**src/rtl/alu_pkg.sv**
```systemverilog
// Shared ALU definitions: divider FSM state encoding and divider constants.
package alu_pkg;

  localparam int unsigned DIV_ITERS  = 16;
  localparam logic [15:0] DIV_ZERO_Q = 16'hFFFF;

  localparam logic [1:0] ST_IDLE = 2'd0;
  localparam logic [1:0] ST_RUN  = 2'd1;
  localparam logic [1:0] ST_DONE = 2'd2;

endpackage

```
**src/rtl/CLA_16bit.sv**
```systemverilog
// 16-bit carry-lookahead adder built from four 4-bit lookahead groups.
module CLA_16bit (
  input  logic [15:0] a,
  input  logic [15:0] b,
  input  logic        cin,
  output logic [15:0] sum,
  output logic        cout
);

  logic [15:0] g;
  logic [15:0] p;
  logic [16:0] c;
  logic [3:0]  gg;
  logic [3:0]  gp;

  assign g = a & b;
  assign p = a ^ b;

  // Ripple inside each nibble, group generate/propagate between nibbles
  always_comb begin
    c    = '0;
    gg   = '0;
    gp   = '0;
    c[0] = cin;
    for (int k = 0; k < 4; k++) begin
      for (int i = 0; i < 3; i++) begin
        c[4*k+i+1] = g[4*k+i] | (p[4*k+i] & c[4*k+i]);
      end
      gp[k] = &p[4*k +: 4];
      gg[k] = g[4*k+3]
            | (p[4*k+3] & g[4*k+2])
            | (p[4*k+3] & p[4*k+2] & g[4*k+1])
            | (p[4*k+3] & p[4*k+2] & p[4*k+1] & g[4*k]);
      c[4*k+4] = gg[k] | (gp[k] & c[4*k]);
    end
  end

  assign sum  = p ^ c[15:0];
  assign cout = c[16];

endmodule

```
**src/rtl/alu_div_16bit.sv**
```systemverilog
// Multi-cycle 16-bit restoring divider, one quotient bit per cycle.
// Optional feature macro: DIV_SIGNED_EN (two's-complement, truncate toward 0).
module alu_div_16bit
  import alu_pkg::*;
#(
  parameter int unsigned WIDTH = 16,
  parameter int unsigned CNT_W = 5
) (
  input  logic             clk,
  input  logic             rst,
  input  logic             start,
  input  logic [WIDTH-1:0] dividend,
  input  logic [WIDTH-1:0] divisor,
  output logic             busy,
  output logic             done,
  output logic [WIDTH-1:0] quotient,
  output logic [WIDTH-1:0] remainder,
  output logic             div_by_zero
);

  // The trial subtractor is a fixed 16-bit CLA, so no other width is usable
  if (WIDTH != 16) begin : g_bad_width
    $error("alu_div_16bit: WIDTH must be 16");
  end

  logic [1:0]       state_q,     state_d;
  logic [15:0]      rem_q,       rem_d;
  logic [15:0]      q_q,         q_d;
  logic [15:0]      divisor_q,   divisor_d;
  logic [CNT_W-1:0] cnt_q,       cnt_d;
  logic [15:0]      quotient_q,  quotient_d;
  logic [15:0]      remainder_q, remainder_d;
  logic             dbz_q,       dbz_d;
  logic             busy_q,      busy_d;
  logic             done_q,      done_d;

  logic        shift_c;
  logic [15:0] rem_sh;
  logic [15:0] q_sh;
  logic [15:0] cla_b;
  logic        cla_cin;
  logic [15:0] trial;
  logic        trial_cout;
  logic        accept;
  logic [15:0] rem_nx;
  logic [15:0] q_nx;
  logic [15:0] dividend_mag;
  logic [15:0] q_fix;
  logic [15:0] r_fix;

  // Shift {rem,q} left by one; the bit falling out of rem is the 17th bit
  assign shift_c = rem_q[15];
  assign rem_sh  = {rem_q[14:0], q_q[15]};
  assign q_sh    = {q_q[14:0], 1'b0};

  CLA_16bit u_trial (
    .a    (rem_sh),
    .b    (cla_b),
    .cin  (cla_cin),
    .sum  (trial),
    .cout (trial_cout)
  );

  assign accept = trial_cout | shift_c;
  assign rem_nx = accept ? trial : rem_sh;
  assign q_nx   = {q_sh[15:1], accept};

`ifdef DIV_SIGNED_EN
  logic        qneg_q, qneg_d;
  logic        rneg_q, rneg_d;
  logic        dneg_q, dneg_d;
  logic [15:0] nega_in;
  logic [15:0] nega_out;
  logic [15:0] negb_out;
  logic        nega_cout;
  logic        negb_cout;

  // Negator A serves the dividend magnitude at load and the quotient at finish
  assign nega_in = (state_q == ST_RUN) ? q_nx : dividend;

  CLA_16bit u_neg_a (
    .a    (16'h0000),
    .b    (~nega_in),
    .cin  (1'b1),
    .sum  (nega_out),
    .cout (nega_cout)
  );

  CLA_16bit u_neg_b (
    .a    (16'h0000),
    .b    (~rem_nx),
    .cin  (1'b1),
    .sum  (negb_out),
    .cout (negb_cout)
  );

  // A negative divisor is added directly: rem + d == rem - |d| with same carry
  assign cla_b        = dneg_q ? divisor_q : ~divisor_q;
  assign cla_cin      = ~dneg_q;
  assign dividend_mag = dividend[15] ? nega_out : dividend;
  assign q_fix        = qneg_q ? nega_out : q_nx;
  assign r_fix        = rneg_q ? negb_out : rem_nx;
`else
  assign cla_b        = ~divisor_q;
  assign cla_cin      = 1'b1;
  assign dividend_mag = dividend;
  assign q_fix        = q_nx;
  assign r_fix        = rem_nx;
`endif

  // Next-state and datapath control
  always_comb begin
    state_d     = state_q;
    rem_d       = rem_q;
    q_d         = q_q;
    divisor_d   = divisor_q;
    cnt_d       = cnt_q;
    quotient_d  = quotient_q;
    remainder_d = remainder_q;
    dbz_d       = dbz_q;
    busy_d      = 1'b0;
    done_d      = 1'b0;
`ifdef DIV_SIGNED_EN
    qneg_d      = qneg_q;
    rneg_d      = rneg_q;
    dneg_d      = dneg_q;
`endif
    case (state_q)
      ST_RUN: begin
        rem_d  = rem_nx;
        q_d    = q_nx;
        cnt_d  = cnt_q + CNT_W'(1);
        busy_d = 1'b1;
        if (cnt_q == CNT_W'(DIV_ITERS - 1)) begin
          state_d     = ST_DONE;
          busy_d      = 1'b0;
          done_d      = 1'b1;
          quotient_d  = q_fix;
          remainder_d = r_fix;
          dbz_d       = 1'b0;
        end
      end
      default: begin
        state_d = ST_IDLE;
        if (start) begin
          if (divisor == 16'h0000) begin
            state_d     = ST_DONE;
            done_d      = 1'b1;
            quotient_d  = DIV_ZERO_Q;
            remainder_d = dividend;
            dbz_d       = 1'b1;
          end else begin
            state_d   = ST_RUN;
            busy_d    = 1'b1;
            rem_d     = 16'h0000;
            q_d       = dividend_mag;
            divisor_d = divisor;
            cnt_d     = '0;
`ifdef DIV_SIGNED_EN
            qneg_d    = dividend[15] ^ divisor[15];
            rneg_d    = dividend[15];
            dneg_d    = divisor[15];
`endif
          end
        end
      end
    endcase
  end

  // State and result registers with synchronous reset
  always_ff @(posedge clk) begin
    if (rst) begin
      state_q     <= ST_IDLE;
      rem_q       <= '0;
      q_q         <= '0;
      divisor_q   <= '0;
      cnt_q       <= '0;
      quotient_q  <= '0;
      remainder_q <= '0;
      dbz_q       <= 1'b0;
      busy_q      <= 1'b0;
      done_q      <= 1'b0;
`ifdef DIV_SIGNED_EN
      qneg_q      <= 1'b0;
      rneg_q      <= 1'b0;
      dneg_q      <= 1'b0;
`endif
    end else begin
      state_q     <= state_d;
      rem_q       <= rem_d;
      q_q         <= q_d;
      divisor_q   <= divisor_d;
      cnt_q       <= cnt_d;
      quotient_q  <= quotient_d;
      remainder_q <= remainder_d;
      dbz_q       <= dbz_d;
      busy_q      <= busy_d;
      done_q      <= done_d;
`ifdef DIV_SIGNED_EN
      qneg_q      <= qneg_d;
      rneg_q      <= rneg_d;
      dneg_q      <= dneg_d;
`endif
    end
  end

  assign busy        = busy_q;
  assign done        = done_q;
  assign quotient    = quotient_q;
  assign remainder   = remainder_q;
  assign div_by_zero = dbz_q;

endmodule

```
**config.mk**
```make
export PLATFORM = sky130hd
export DESIGN_NAME = alu_div_16bit
export DESIGN_NICKNAME = d
export VERILOG_FILES = /design/src/rtl/alu_pkg.sv /design/src/rtl/CLA_16bit.sv /design/src/rtl/alu_div_16bit.sv
export SDC_FILE = /design/constraint.sdc
export NUM_CORES = 1
export LEC_CHECK = 0
export CORE_MARGIN = 4
export CORE_UTILIZATION = 56
export DETAILED_ROUTE_END_ITERATION = 10
export DONT_BUFFER_PORTS = 1
export PLACE_DENSITY_LB_ADDON = 0.08
export SLEW_MARGIN = 20
export SYNTH_ARGS = -nofsm -noshare
export SYNTH_HDL_FRONTEND = slang
export SYNTH_SLANG_ARGS = --single-unit
```
**constraint.sdc**
```tcl
create_clock -name clk -period 3.55 [get_ports clk]
set_input_delay 0.71 -clock clk [delete_from_list [all_inputs] [get_ports clk]]
set_output_delay 0.71 -clock clk [all_outputs]
set_load 0.01 [all_outputs]
```
# After elaboration in Yosys (flattened, before gate mapping)
# Cells that the tools add are included.
[op_classes] n_addsub=1 eq_ne=4 muxes=34 bitwise=69 n_reduce_logical=10
[op_table] op="$mux 16" count=15
[op_table] op="$and 1x1->1" count=34
[op_table] op="$xor 16x16->16" count=2
[op_table] op="$or 1x1->1" count=29
[op_table] op="$and 16x16->16" count=1
[op_table] op="$logic_not 16->1" count=1
[op_table] op="$not 16->16" count=1
[op_table] op="$reduce_and 4->1" count=4
[op_table] op="$mux 5" count=3
[op_table] op="$mux 1" count=12
[op_table] op="$mux 2" count=4
[op_table] op="$reduce_and 3->1" count=2
[op_table] op="$add 5x1->5 const B" count=1
[op_table] op="$eq 5x4->1 const B" count=1
[op_table] op="$reduce_bool 2->1" count=2
[op_table] op="$eq 2x1->1 const B" count=1
[op_table] op="$ne 2x1->1 const B" count=1
[op_table] op="$ne 2x2->1 const B" count=1
[op_table] op="$not 1->1" count=2
[op_table] op="$reduce_and 2->1" count=1
[word_totals] regBits=90 in_bits=35 output_inout_bits=35 wordCells=128

# Longest topological paths before layout
# Gate-level depths: netlist of the first run.
[depth] depth_word=21 mapped_depth=13 ltp_nobuf=13

# Hierarchy
# A second synthesis of the first run with hierarchy kept.
[hier_totals] hier_cells=507 hier_area_um2=4748.3
[modules_own_cells] module="alu_div_16bit" instances=1 cells_per_inst=434 area_each_um2=4057.6 seq_area_each_um2=1801.7
[modules_own_cells] module="CLA_16bit" instances=1 cells_per_inst=73 area_each_um2=690.7 seq_area_each_um2=0.0

# Worst setup path before layout of the first run
# Ideal clock, no wire load.
[synth_path] path_kind="flip-flop to flip-flop" start="reg q_q[15]" end="reg remainder_q[15], in the netlist remainder[15]" setup_time_ps=74 arrival_time_ps=2772 required_ps=3476 slack_ps=704 path_stages_with_launch=13 n_path_buf=0 synth_period_minus_slack_ps=2846 path_cell_list="dfxtp_1 -> inv_1 -> ha_1 -> o21ai_0 -> a22oi_1 -> a21o_1 -> a21oi_1 -> fa_1 -> fa_1 -> fa_1 -> xnor2_1 -> o211ai_1 -> a31oi_1"
[synth_between] elab_chain_cells=18 elab_cells_between_ends=23 classes_between="mux: 3; bitwise: 19; reduce/logical: 1"
[synth_rtl] item="start: declaration" line_no="alu_div_16bit.sv:28" text="logic [15:0] q_q, q_d;"
[synth_rtl] item="start signal: assignment" line_no="alu_div_16bit.sv:191" text="q_q <= q_d;"
[synth_rtl] item="$and 16x16->16" line_no="CLA_16bit.sv:16" text="assign g = a & b;"
[synth_rtl] item="$and 1x1->1" line_no="CLA_16bit.sv:33" text="| (p[4*k+3] & p[4*k+2] & p[4*k+1] & g[4*k]);"
[synth_rtl] item="$or 1x1->1" line_no="CLA_16bit.sv:33"
[synth_rtl] item="$or 1x1->1 (*)" line_no="CLA_16bit.sv:34" text="c[4*k+4] = gg[k] | (gp[k] & c[4*k]);"
[synth_rtl] item="$and 1x1->1 (*)" line_no="CLA_16bit.sv:34"
[synth_rtl] item="$or 1x1->1 (*)" line_no="CLA_16bit.sv:34"
[synth_rtl] item="$and 1x1->1 (*)" line_no="CLA_16bit.sv:34"
[synth_rtl] item="$or 1x1->1 (*)" line_no="CLA_16bit.sv:34"
[synth_rtl] item="[... 2 more ...]"
[synth_rtl] item="$and 1x1->1" line_no="CLA_16bit.sv:27" text="c[4*k+i+1] = g[4*k+i] | (p[4*k+i] & c[4*k+i]);"
[synth_rtl] item="$or 1x1->1" line_no="CLA_16bit.sv:27"
[synth_rtl] item="$and 1x1->1" line_no="CLA_16bit.sv:27"
[synth_rtl] item="$or 1x1->1" line_no="CLA_16bit.sv:27"
[synth_rtl] item="$xor 16x16->16" line_no="CLA_16bit.sv:38" text="assign sum = p ^ c[15:0];"
[synth_rtl] item="$mux 16 (*)" line_no="alu_div_16bit.sv:65" text="assign rem_nx = accept ? trial : rem_sh;"
[synth_rtl] item="$mux 16 (*)" line_no="alu_div_16bit.sv:134" text="if (cnt_q == CNT_W'(DIV_ITERS - 1)) begin"
[synth_rtl] item="$mux 16 (*)" line_no="alu_div_16bit.sv:128" text="case (state_q)"
[synth_rtl] item="end signal: assignment" line_no="alu_div_16bit.sv:195" text="remainder_q <= remainder_d;"
[synth_rtl] item="end: declaration" line_no="alu_div_16bit.sv:32" text="logic [15:0] remainder_q, remainder_d;"
# Mark *: on every way between the ends. The rest lies on a longest branch, timed or not. The select of a mux whose other input is x is not followed.
# A chain may end at the register's enable or synchronous reset.

# Worst setup path in the final report of the first run
[layout_path] start="reg q_q[15]" end="reg remainder_q[14], in the netlist remainder[14]"
[layout_between] elab_chain_cells=16 elab_cells_between_ends=21 classes_between="mux: 3; bitwise: 17; reduce/logical: 1"
[layout_rtl] item="$and 16x16->16" line_no="CLA_16bit.sv:16"
[layout_rtl] item="$and 1x1->1" line_no="CLA_16bit.sv:33"
[layout_rtl] item="$or 1x1->1" line_no="CLA_16bit.sv:33"
[layout_rtl] item="$or 1x1->1 (*)" line_no="CLA_16bit.sv:34"
[layout_rtl] item="$and 1x1->1 (*)" line_no="CLA_16bit.sv:34"
[layout_rtl] item="$or 1x1->1 (*)" line_no="CLA_16bit.sv:34"
[layout_rtl] item="$and 1x1->1 (*)" line_no="CLA_16bit.sv:34"
[layout_rtl] item="$or 1x1->1 (*)" line_no="CLA_16bit.sv:34"
[layout_rtl] item="$and 1x1->1" line_no="CLA_16bit.sv:27"
[layout_rtl] item="$or 1x1->1" line_no="CLA_16bit.sv:27"
[layout_rtl] item="$and 1x1->1" line_no="CLA_16bit.sv:27"
[layout_rtl] item="$or 1x1->1" line_no="CLA_16bit.sv:27"
[layout_rtl] item="$xor 16x16->16" line_no="CLA_16bit.sv:38"
[layout_rtl] item="$mux 16 (*)" line_no="alu_div_16bit.sv:65"
[layout_rtl] item="$mux 16 (*)" line_no="alu_div_16bit.sv:134"
[layout_rtl] item="$mux 16 (*)" line_no="alu_div_16bit.sv:128"
# Marks and branches as above.

==> results.cfg, run 1 <==
[setup_path]
timing.rr.end = remainder[14]
critical-path-max-stage-delay_ps = 440
crit_top_cell = fa_1
critPathMaxFanout = 4
critPathArrivalTime_ps = 3410
rrSetupSlack_ps = 430
cp.required_ps = 3840
r2r_cells = 12
slowest_stage = fa_1
crit_type = reg -> reg
r2r_start = q_q[15]
worstPathCellList = inv_1, ha_1, o21ai_0, a22oi_1, a21o_1, a21oi_1, fa_1, fa_1, fa_1, nor2_1, o221ai_1, o211ai_1
worstSetupEndpointType = flop
cp-startpoint = q_q[15]
worst_setup_path_start_kind = flop

[floorplanning]
ios = 70
die_area_mm2 = 0.00987
die_y_um = 99.3
coreArea_mm2 = 0.00818
die_w_um = 99.3
start_util_pct = 57.1
fp-row-count = 33

[sta]
fmax_mhz = 320
slew_violations = 0
relSlewSlack_pct = 27.6
max_slew.worst_pin.slew_ps = 1090
rsz0062_at_grt = false
period_needed_ps = 3120
setup_viol = 0
fin_ws_ps = 426
setup_total_negative_slack_ps = 0
fin_skew_ps = 12.9
post-route-period-util_pct = 88.0
holdWs_ps = 411
finalHoldViolCount = 0

[global_route]
grt_max_degree = 61
gr-total-overflow = 0
antenna_found_initial = 0
grt_pass1_wl_um = 18900
gr-usage-all-layers_pct = 23.2
grt_pass1_vias = 3875

[worst_hold_path]
worst_hold_path_type = in -> reg
whs_endpoint = q_q[0]
hold_start = rst
hold_depth = 1

[routing]
via_per_inst = 6.01
wl_um = 11100
vias = 3912
drt.antenna.violating_nets = 0
first_pass_iters = 7
drt-initial-drc-count = 213
wl_per_cell_um = 17.1
drc = 2

[final_layout]
num-nets-final = 606
fin_area_mm2 = 0.00496
area_delta_synth_final_pct = 6.27
n_fill_cell = 768
postLayoutCoreUtil_pct = 60.7
antenna_cells = 0
finalNonFillerCells = 651
layout-drive-gt1-share_pct = 8.06

[pwr]
irDropWorstVdd_uv = 984
p_total_mw = 3.73
power.density_mw_per_mm2 = 751
p_leak_nw = 1.99

[synthesis]
synth_area_mm2 = 0.00467
yosysWarnings = 0
ys_seq_elements = 90
syn_inst = 559
ys_types = 44
synth.yosys.seq_area_share_pct = 38.6
avgSynthCellArea_um2 = 8.36
syn_nets = 624

[clocking]
cts_tree = built
cts_hold_buf = 0
cts_resized = 0
cts-root-buf = clkbuf_8
clockBufferDepth = 2
insertion_delay_ps = 360
cts_sinks = 90
clk_pin_slew_ps = 100
cts_buffers = 9
postCtsSetupBuffers = 0
htree_levels = 3

[outcome]
status = complete, but fails checks
violations = design-rule violations

[place]
dp_hpwl_um = 8160
placedCellCount = 635
placed_cell_area_mm2 = 0.00472
place_worst_setup_slack_ps = 436
portBuffers = 0
gp_congestion = 0.899

[run]
maxCapViolations = 0
worst max path at each step:
stage | end | slack (ps) | cells after the start
floorplan | remainder[15] | 700 | 12
global placement | remainder[14] | 510 | 12
detailed placement | remainder[14] | 440 | 12
CTS | remainder[14] | 410 | 12
global route | rem_q[14] | 140 | 12
finish | remainder[14] | 430 | 12
kinds of logic after synthesis:
family	Yosys count	share of synthesized area, %
simple gates	201	18.0
compound gates	154	23.5
flops	90	38.6
buf+inv	65	5.87
fa+ha+maj	30	9.80
mux	15	3.54
xor+xnor	4	0.750
critical path: cells and delay by family, from the launching register on:
family                   cells  cell delay [ps]
AND/OR/NAND/NOR              1              140
buffers and inverters        1               60
AO/OA/AOI/OAI                6              950
flip-flops                   1              390
adder cells (fa/ha/maj)      4             1520
flip-flops by register name, indices dropped and copies added (netlist names), 2 cells and up:
signal / cells
quotient: 16
cnt_q: 5
state_q: 2
divisor_q: 16
q_q: 16
remainder: 16
rem_q: 16
power breakdown:
group / internal (mW) / switching, mW
Sequential: 1.11 / 0.102
Clock: 0.474 / 0.388
Combinational: 0.518 / 1.13
Total: 2.10 / 1.62
cell usage in the layout, fill, tap and decap left out, types with 2 or more instances in the layout:
master / synthesis / routed
buf_4: 2 / 11
nand2_1: 113 / 113
o21ai_0: 18 / 18
or3_1: 2 / 2
a21oi_1: 27 / 27
a211oi_1: 17 / 17
a31oi_1: 2 / 2
o211ai_1: 32 / 32
mux2_2: 12 / 12
nor4_1: 4 / 4
o21bai_1: 15 / 15
mux2i_1: 3 / 3
inv_6: 0 / 2
nor3_1: 6 / 6
a221o_1: 3 / 3
nor2_1: 56 / 56
nand2b_1: 3 / 3
inv_1: 25 / 25
dfxtp_1: 90 / 90
nand3_1: 2 / 2
and3_1: 2 / 2
a311oi_1: 16 / 16
o221ai_1: 11 / 11
bufinv_16: 0 / 3
ha_1: 19 / 19
nor2b_1: 4 / 4
fa_1: 11 / 11
xnor2_1: 3 / 3
clkbuf_8: 0 / 9
a21o_1: 2 / 2
o211a_1: 7 / 7
nand4_1: 3 / 3
cells in the mapped netlist, drive strengths merged:
library cell	n	area (µm²)
fa	11	220
a31oi	2	12.5
a211oi	17	128
a21oi	27	135
a21o	2	15.0
mux2i	3	30.0
or3	2	12.5
o21ai	19	95.1
a221o	3	30.0
buf	18	97.6
o211a	7	70.1
nand3b	1	7.51
nand4	3	18.8
nor2	57	216
clkbuf	22	82.6
and3	2	12.5
o21bai	15	113
o31ai	1	7.51
xnor2	3	26.3
nor4	4	25.0
nand2	114	430
xor2	1	8.76
dfxtp	90	1800
nor3	8	56.3
o21a	1	7.51
and2	1	6.26
o221ai	11	96.3
nand3	2	10.0
mux2	12	135
o211ai	32	240
nor2b	4	25.0
inv	25	93.8
nand2b	3	18.8
ha	19	238
a311oi	16	140
a22oi	1	7.51
area by class of cell:
class	instances	area, µm²	area share [%]
multi-input combinational	404	2610	52.5
sequential	90	1800	36.3
tap	105	131	2.65
clock buffer	9	124	2.50
clock inverter	7	124	2.50
inverter	25	93.8	1.89
timing repair buffer	11	82.6	1.66
layer usage:
layer,vias to the layer above,global-route usage (%),share of wire (%)
li1,1936,-,-
met1,1850,32.6,45
met2,114,37.0,46
met3,12,3.44,6.7
met4,0,7.14,1.4
met5,-,0,0
Power figures use the tool's default switching activity.
==> run 2, diff against run 1 <==
ABC_AREA = 1   (was not set)
CTS_BUF_LIST = sky130_fd_sc_hd__clkbuf_16   (was not set)
clock period = 2.9 ns   (was 3.55 ns; I/O delays follow)
==> results.cfg, run 2 <==
[setup_path]
worstSetupEndpointType = flop
critPathArrivalTime_ps = 3030
critPathMaxFanout = 2
worstPathCellList = inv_2, ha_4, nand2_4, nor2_2, nor2_2, nand2_2, nand2_2, nand2_2, nand2_2, nand2_4, inv_2, fa_2, fa_2, fa_2, inv_2, nand3_2, nand3_2, nand2_2, inv_1
path_delay_family = adder cells
path_buf_inv = 4
worst_setup_path_start_kind = flop
crit_top_cell = nand2_2
slowest_stage = fa_2
cp.required_ps = 3140
crit_type = reg -> reg
critical-path-max-stage-delay_ps = 540

[place]
portBuffers = 0
gp_congestion = 0.864
place_worst_setup_slack_ps = -18.7
dp_hpwl_um = 8770
placedCellCount = 721

[routing]
vias = 4120
drt.antenna.violating_nets = 0
via_per_inst = 5.58
drt-initial-drc-count = 203
wl_per_cell_um = 16.5
drc = 0
first_pass_iters = 5
wl_um = 12200

[floorplanning]
ios = 70
die_area_mm2 = 0.0100
start_util_pct = 57.7
die_y_um = 100
coreArea_mm2 = 0.00826
die_w_um = 100
fp-row-count = 33

[final_layout]
layout_commonest_cell = inv_1
layout-drive-gt1-share_pct = 16.1
num-nets-final = 695
final_cell_mix = inv_1 (113), dfxtp_1 (87), nand2_1 (70)
antenna_cells = 0
area_delta_synth_final_pct = 12.1
finalNonFillerCells = 739

[sta]
max_slew.worst_pin.slew_ps = 645
relSlewSlack_pct = 57.0
setup_total_negative_slack_ps = 0
finalHoldViolCount = 0
fmax_mhz = 358
post-route-period-util_pct = 96.4
slew_violations = 0
rsz0062_at_grt = true
fin_skew_ps = 8.17
setup_viol = 0
period_needed_ps = 2800
fin_ws_ps = 104

[pwr]
p_leak_nw = 2.59
seqPwrFrac_pct = 40.2
internal-power_mw = 2.25
pwr-share-clk_pct = 33.0
power_frac_comb_pct = 26.7
irDropWorstVdd_uv = 325
net-switching-power_mw = 1.10
power.density_mw_per_mm2 = 628
switching_share_pct = 32.9

[synthesis]
syn_inst = 623
synth.area.top_cells = dfxtp_1 (38%), inv_1 (9.5%), nand3_1 (5.8%)
yosys.area_share.xor_xnor_pct = 0.736
syn_nets = 688
synth_compound_area_share_pct = 15.2
yosys.area_share.simple_pct = 23.0
synth_top_area_share_pct = 37.8
ys_seq_elements = 90
synth-async-reset-ratio_pct = 0
synth_top_family_by_area = simple AND/OR/NAND/NOR gates
synth_mux_area_share_pct = 0
synth_top_cell_by_area = dfxtp_1
synth_fa_ha_area_share_pct = 9.62
yosysWarnings = 0
synth_edf_count = 0
synth_common_cells = inv_1 (120), dfxtp_1 (90), nand2_1 (72)
ys.flop_type = dfxtp_1
synth_area_mm2 = 0.00476
synth_most_common_cell = inv_1
ys_types = 34
synth.yosys.seq_area_share_pct = 37.8
avgSynthCellArea_um2 = 7.64

[global_route]
antenna_found_initial = 0
gr-usage-all-layers_pct = 24.8
grt_pass1_wl_um = 19700
gr-total-overflow = 0
grt_pass1_vias = 4050
grt_max_degree = 36

[clocking]
cts_hold_buf = 0
cts_buffers = 9
clk_pin_slew_ps = 70
htree_levels = 3
cts_tree = built
cts-root-buf = clkbuf_16
insertion_delay_ps = 340
clockBufferDepth = 2
cts_sinks = 90

[run]
maxCapViolations = 0

[worst_hold_path]
worst_hold_path_type = in -> reg

[outcome]
status = completed
[run 2: worst paths after layout]
path	startpoint	end	depth (start not counted)	slack, ps
max	divisor_q[2]	remainder[14]	19	100
min	rst	cnt_q[1]	1	300
max reg2reg	divisor_q[2]	remainder[14]	19	100
min reg2reg	cnt_q[4]	cnt_q[4]	2	460
[run 2: timing repair]
| item | CTS | global route |
|---|---|---|
| cloned | 0 | 0 |
| pin swaps | 1 | 7 |
| setup buffers | 0 | 3 |
| resized for setup | 5 | 25 |
| endpoints found under the setup margin | 6 | 11 |
[run 2: logic make-up (layout without fill, tap and decap cells)]
kind of cell | after synthesis | after routing
compound gates | 125 | 125
xor+xnor | 4 | 4
fa+ha+maj | 30 | 30
buf+inv | 157 | 168
flops | 90 | 90
simple gates | 217 | 217
[run 2: stage by stage]
stage	instance area (µm²)	util [%]	hold WS, ps	power (mW)
floorplan	4760	-	433	2.02
global placement	4930	59.7	441	2.17
detailed placement	4930	59.7	452	2.20
CTS	5230	63.3	295	3.31
global route	5340	64.7	297	3.53
finish	5340	64.7	302	3.35
[run 2: layer usage]
| metal | routed length [µm] | GRT usage, % | up-vias |
|---|---|---|---|
| li1 | - | - | 2034 |
| met1 | 5260 | 32.0 | 1944 |
| met2 | 5870 | 40.5 | 122 |
| met3 | 769 | 5.84 | 20 |
| met4 | 295 | 9.22 | 0 |
| met5 | 0 | 0 | - |
[run 2: area by class of cell]
type | instances | area, µm²
clock buffers | 9 | 225
clock inverters | 6 | 50.0
fillers | 729 | 2920
inverters | 123 | 462
multi-input cells | 376 | 2420
flip-flops and latches | 90 | 1810
well taps | 105 | 131
repair buffers | 30 | 250
[run 2: power groups by stage]
| stage | registers, mW | logic (mW) | clock network (mW) |
|---|---|---|---|
| final | 1.35 | 0.896 | 1.11 |
| after global routing | 1.36 | 1.01 | 1.17 |
| after CTS | 1.35 | 0.837 | 1.12 |
| after detailed placement | 1.37 | 0.825 | 0 |
| after global placement | 1.37 | 0.804 | 0 |
| after floorplan | 1.37 | 0.648 | 0 |
